**src/rtl/ntt_pkg.sv**
```systemverilog
// rtl/ntt_pkg.sv - shared NTT address-generation definitions
// Provides the address width, default geometry, FSM state encoding and the
// lane-address function used by both the read- and write-side generators.
package ntt_pkg;

    localparam int ADDR_W       = 10;
    localparam int DEF_LANES    = 8;
    localparam int DEF_N_GROUPS = 8;
    localparam int DEF_N_STAGES = 6;
    localparam int DEF_W        = 16;

    typedef enum logic [1:0] {
        ST_IDLE  = 2'd0,
        ST_RUN   = 2'd1,
        ST_DRAIN = 2'd2
    } ntt_state_e;

    // (base + g*lanes + m) with 10-bit wrap-around; truncation does the mod 1024.
    function automatic logic [ADDR_W-1:0] lane_addr(
        input logic [ADDR_W-1:0] base,
        input logic [ADDR_W-1:0] g,
        input logic [ADDR_W-1:0] m,
        input int                lanes
    );
        logic [ADDR_W-1:0] stride;
        stride = ADDR_W'(lanes);
        return base + g * stride + m;
    endfunction

endpackage

```
**src/rtl/ntt_wb_lane_addr.sv**
```systemverilog
// rtl/ntt_wb_lane_addr.sv - per-lane write-back address
// Ports:
//   base_i  - latched bank base address
//   g_i     - current group index
//   m_i     - lane index within the group
//   addr_o  - 10-bit wrapped write address for this lane
module ntt_wb_lane_addr
    import ntt_pkg::*;
#(
    parameter int LANES = DEF_LANES
) (
    input  logic [ADDR_W-1:0] base_i,
    input  logic [ADDR_W-1:0] g_i,
    input  logic [ADDR_W-1:0] m_i,
    output logic [ADDR_W-1:0] addr_o
);

    assign addr_o = lane_addr(base_i, g_i, m_i, LANES);

endmodule

```
**src/rtl/ntt_wb_addr_gen.sv**
```systemverilog
// rtl/ntt_wb_addr_gen.sv - NTT butterfly write-back address generator
// Ports:
//   clk, rst_n           - clock, asynchronous active-low reset
//   start, bank_base     - begin a transform at the given base address (IDLE only)
//   in_valid/in_ready    - butterfly result group handshake, in_data payload
//   out_valid/out_ready  - write group handshake, wr_addr/wr_data payload
//   stage_J              - stride of the current stage (1,2,4,...)
//   busy, done           - transform in progress, one-cycle completion pulse
module ntt_wb_addr_gen
    import ntt_pkg::*;
#(
    parameter int LANES    = DEF_LANES,
    parameter int N_GROUPS = DEF_N_GROUPS,
    parameter int N_STAGES = DEF_N_STAGES,
    parameter int W        = DEF_W
) (
    input  logic                     clk,
    input  logic                     rst_n,
    input  logic                     start,
    input  logic [ADDR_W-1:0]        bank_base,
    input  logic                     in_valid,
    output logic                     in_ready,
    input  logic [LANES*W-1:0]       in_data,
    output logic                     out_valid,
    input  logic                     out_ready,
    output logic [LANES*ADDR_W-1:0]  wr_addr,
    output logic [LANES*W-1:0]       wr_data,
    output logic [ADDR_W-1:0]        stage_J,
    output logic                     busy,
    output logic                     done
);

    localparam int G_W = (N_GROUPS > 1) ? $clog2(N_GROUPS) : 1;
    localparam logic [G_W-1:0]    G_LAST = G_W'(N_GROUPS - 1);
    localparam logic [ADDR_W-1:0] J_LAST = ADDR_W'(1 << (N_STAGES - 1));

    ntt_state_e              state_q;
    logic [G_W-1:0]          g_q;
    logic [ADDR_W-1:0]       base_q;
    logic [ADDR_W-1:0]       stage_j_q;
    logic                    out_valid_q;
    logic                    done_q;
    logic [LANES*ADDR_W-1:0] wr_addr_q;
    logic [LANES*W-1:0]      wr_data_q;
    logic [LANES*ADDR_W-1:0] lane_addr_w;
    logic                    accept;

    for (genvar i = 0; i < LANES; i++) begin : g_lane
        ntt_wb_lane_addr #(.LANES(LANES)) u_lane_addr (
            .base_i (base_q),
            .g_i    (ADDR_W'(g_q)),
            .m_i    (ADDR_W'(i)),
            .addr_o (lane_addr_w[i*ADDR_W +: ADDR_W])
        );
    end

    // A new group may enter whenever the single output slot is free or draining now.
    assign in_ready  = (state_q == ST_RUN) && (!out_valid_q || out_ready);
    assign accept    = in_valid && in_ready;
    assign out_valid = out_valid_q;
    assign wr_addr   = wr_addr_q;
    assign wr_data   = wr_data_q;
    assign stage_J   = stage_j_q;
    assign busy      = (state_q != ST_IDLE);
    assign done      = done_q;

    always_ff @(posedge clk or negedge rst_n) begin
        if (!rst_n) begin
            state_q     <= ST_IDLE;
            g_q         <= '0;
            base_q      <= '0;
            stage_j_q   <= ADDR_W'(1);
            out_valid_q <= 1'b0;
            done_q      <= 1'b0;
            wr_addr_q   <= '0;
            wr_data_q   <= '0;
        end else begin
            done_q <= 1'b0;
            case (state_q)
                ST_IDLE: begin
                    if (start) begin
                        state_q   <= ST_RUN;
                        base_q    <= bank_base;
                        g_q       <= '0;
                        stage_j_q <= ADDR_W'(1);
                    end
                end
                ST_RUN: begin
                    if (accept) begin
                        out_valid_q <= 1'b1;
                        wr_addr_q   <= lane_addr_w;
                        wr_data_q   <= in_data;
                        if (g_q == G_LAST) begin
                            g_q <= '0;
                            // The final stage's wrap ends input; stride keeps its last value.
                            if (stage_j_q == J_LAST) begin
                                state_q <= ST_DRAIN;
                            end else begin
                                stage_j_q <= stage_j_q << 1;
                            end
                        end else begin
                            g_q <= g_q + 1'b1;
                        end
                    end else if (out_valid_q && out_ready) begin
                        out_valid_q <= 1'b0;
                    end
                end
                ST_DRAIN: begin
                    if (out_ready) begin
                        out_valid_q <= 1'b0;
                        state_q     <= ST_IDLE;
                        done_q      <= 1'b1;
                        stage_j_q   <= ADDR_W'(1);
                    end
                end
                default: state_q <= ST_IDLE;
            endcase
        end
    end

endmodule

```
**config.mk**
```make
export PLATFORM = sky130hd
export DESIGN_NAME = ntt_wb_addr_gen
export DESIGN_NICKNAME = d
export VERILOG_FILES = /design/src/rtl/ntt_pkg.sv /design/src/rtl/ntt_wb_lane_addr.sv /design/src/rtl/ntt_wb_addr_gen.sv
export SDC_FILE = /design/constraint.sdc
export NUM_CORES = 1
export LEC_CHECK = 0
export CAP_MARGIN = 20
export CORE_AREA = 2 2 150 152
export CTS_BUF_LIST = sky130_fd_sc_hd__clkbuf_4
export DETAILED_ROUTE_END_ITERATION = 7
export DIE_AREA = 0 0 152 154
export MAX_ROUTING_LAYER = met4
export PLACE_DENSITY = 0.84
export SETUP_SLACK_MARGIN = 0.02
export SKIP_LAST_GASP = 1
export SYNTH_ARGS = -nofsm -noshare
export SYNTH_HDL_FRONTEND = slang
export SYNTH_SLANG_ARGS = --single-unit
```
**constraint.sdc**
```tcl
create_clock -name clk -period 3.1 [get_ports clk]
set_clock_uncertainty 0.15 [all_clocks]
set_input_delay 0.465 -clock clk [delete_from_list [all_inputs] [get_ports clk]]
set_output_delay 0.465 -clock clk [all_outputs]
set_load 0.01 [all_outputs]
```
==> results.toml <==
[timing]
setup_viol = 0
rsz0062_at_grt = "no"
final_hold_viol_count = 0
fmax_ghz = 0.352
holdWs_ps = 173
tns_ps = 0
post-route-min-period_ps = 2840
slew_headroom_pct = 61.8
period_share_pct = 91.7
tightest_slew_ps = 572
report.final.slew_viol_count = 0

[drt]
drc = 0
firstDrtPassIters = 6
vias_per_cell = 4.97
vias = 8650
wirelength_mm = 29.1
drtIter0Drc = 550
wl_per_cell_um = 16.7
postRouteAntennaNets = 0

[setup_path]
crit_path_start = "state_q[1]"
crit_end = "in_ready"
cp-end-kind = "primary output"
startpoint_type = "flip-flop"
worstSetupPathType = "reg -> out"
critical_path_required_ps = 2480
path_max_fanout = 10
critPathArrivalTime_ps = 2230
regToRegSetupSlack_ps = 360
max_stage_delay_ps = 550
crit_chain = "inv_1, ha_2, and2_1, clkdlybuf4s50_1"
rr_endpoint = "wr_addr[18]"
r2r-start = "g_q[0]"
r2r_cells = 8
cp_slowest_cell = "clkdlybuf4s50_1"

[logic_synthesis]
synth_cell_types = 60
yosysTopAreaCellShare_pct = 57.1
netlist_top_cells_area = "dfrtp_1 57%, nand2_1 18%, ha_1 2.4%"
yosys_warnings = 0
syn-cell-area_mm2 = 0.00981
synth.largest_area_cell = "dfrtp_1"
synthTopCellsByCount = "463 x nand2_1, 224 x dfrtp_1, 40 x o21ai_0"
syn_nets = 1203
synth_edf_count = 0
ys_seq_elements = 225
yosysSeqAreaShare_pct = 57.4
async_reset_ff_share_pct = 100
syn_inst = 1040
avgSynthCellArea_um2 = 9.43
synth.most_common_cell = "nand2_1"
synth_flop_cell = "dfrtp_1"

[clock_network]
cts_sinks = 225
post-cts-setup-buffers = 0
path_clk_slew_ps = 70
cts-buffers-inserted = 61
htreeDepth = 2
cts_root_buf = "clkbuf_4"
cts_tree = "yes"
insertion_delay_ps = 660
clockBufferDepth = 3

[die]
ios = 365
dieArea_mm2 = 0.0234
core_area_mm2 = 0.0217
start_util_pct = 45.2
die_y_um = 154
die_w_um = 152
std_cell_rows = 54

[cells_and_area]
syn2layout_area_growth_pct = 47.5
finalNonFillerCells = 1741
final_nets = 1582
antennaDiodeCount = 0
drive_gt1_share_pct = 9.45

[placed_design]
placed_cells = 1635
hpwl_mm = 21.1
gp_congestion = 0.879
io_buffers = 364

[grt]
grt_pass1_vias = 8686
grt-ovfl-total = 0
antenna_found_initial = 0
grt_pass1_wl_mm = 46.4
grt_max_degree = 116
grt_use_total_pct = 25.5

[flow_run]
cap_violations = 0

[worst_hold_path]
hp-class = "in -> reg"

[outcome]
outcome = "complete, no violations"

[pwr]
leakage_uw = 0.00685
power_density_mw_per_mm2 = 1150
ir_drop_mv = 0.874
sequential cells by signal, indices dropped and copies added, names as in the netlist:
signal,flops
base_q,10
done,1
g_q,3
out_valid,1
stage_J,10
state_q,2
wr_addr,70
wr_data,128
worst min path at each step:
stage               slack, ps  cells after the start     endpoint        start
floorplan                  20                      0    base_q[0]        rst_n
global placement          310                      1         done        rst_n
detailed placement        310                      2  wr_data[83]  wr_data[83]
CTS                       110                      3  wr_data[35]  in_data[35]
global route              140                      3  wr_data[11]  in_data[11]
finish                    170                      3  wr_data[35]  in_data[35]
report_power, final:
part / switching [µW] / internal [µW] / leakage, µW
clock: 1200 / 1320 / 0.000438
sequential: 931 / 4330 / 0.00278
combinational: 4550 / 4260 / 0.00363
total: 6680 / 9910 / 0.00685
cells in the final DEF, fill, tap and decap left out, types with 4 or more instances in the layout:
| cell | count |
|---|---|
| a21oi_1 | 7 |
| a311o_1 | 4 |
| a31oi_1 | 4 |
| and3_1 | 4 |
| and4_1 | 4 |
| buf_12 | 7 |
| buf_4 | 13 |
| clkbuf_4 | 83 |
| clkdlybuf4s50_1 | 363 |
| clkinv_1 | 17 |
| clkinv_2 | 4 |
| dfrtp_1 | 224 |
| ha_1 | 18 |
| inv_1 | 22 |
| mux2_2 | 11 |
| mux2i_1 | 18 |
| nand2_1 | 463 |
| nand3_1 | 9 |
| nand4_1 | 13 |
| nor2_1 | 23 |
| nor3_1 | 4 |
| o21ai_0 | 40 |
| o21ai_1 | 12 |
| o31ai_1 | 4 |
| xnor2_1 | 23 |
| xor2_1 | 12 |
critical path: cells and delay by family (launching register included):
family,cells,cell delay [ps]
fa+ha+maj,1,310
simple gates,1,160
flops,1,420
buf+inv,2,670
layer usage:
layer | wire length (µm) | track usage [%] | vias to the layer above
met1 | 11800 | 30.4 | 4109
li1 | - | - | 4117
met5 | 0 | - | -
met2 | 14100 | 40.9 | 348
met4 | 1110 | 11.0 | 0
met3 | 2090 | 7.02 | 76
area by class of cell:
class                      instances  area (µm²)
tap                              280         350
inverter                          22        82.6
timing repair buffer             385        3900
clock buffer                      83         623
fill                            1639        7220
clock inverter                    22         114
multi-input combinational        724        3770
sequential                       225        5630
timing repair:
| action | in CTS | in global routing |
|---|---|---|
| endpoints found under the setup margin | 0 | 1 |
| resized for setup | 0 | 1 |
| hold buffers | 1 | 0 |
| hold endpoints to repair | 63 | 0 |
cells by family (layout without fill, tap and decap cells):
group | Yosys count | in the layout | share of synthesized area, %
AOI/OAI and AO/OA | 95 | 95 | 6.44
xor gates and xnor gates | 36 | 36 | 3.29
adders and majority gates | 20 | 20 | 2.63
buffers and inverters | 91 | 512 | 4.39
DFF | 225 | 225 | 57.4
muxes | 30 | 30 | 3.21
and+or+nand+nor | 543 | 543 | 22.6
stage by stage:
stage                     total power (µW)  util (%)  worst slack (ps)  instance area (µm²)
after CTS                            16700      66.7              76.1                14500
after detailed placement             14100      63.2               385                13700
after global placement               13900      63.2               460                13700
final                                16600      66.7               256                14500
after global routing                 17800      66.7              89.3                14500
after floorplan                       9790         -               629                 9810
No activity file was read; power rests on OpenSTA's default activity.
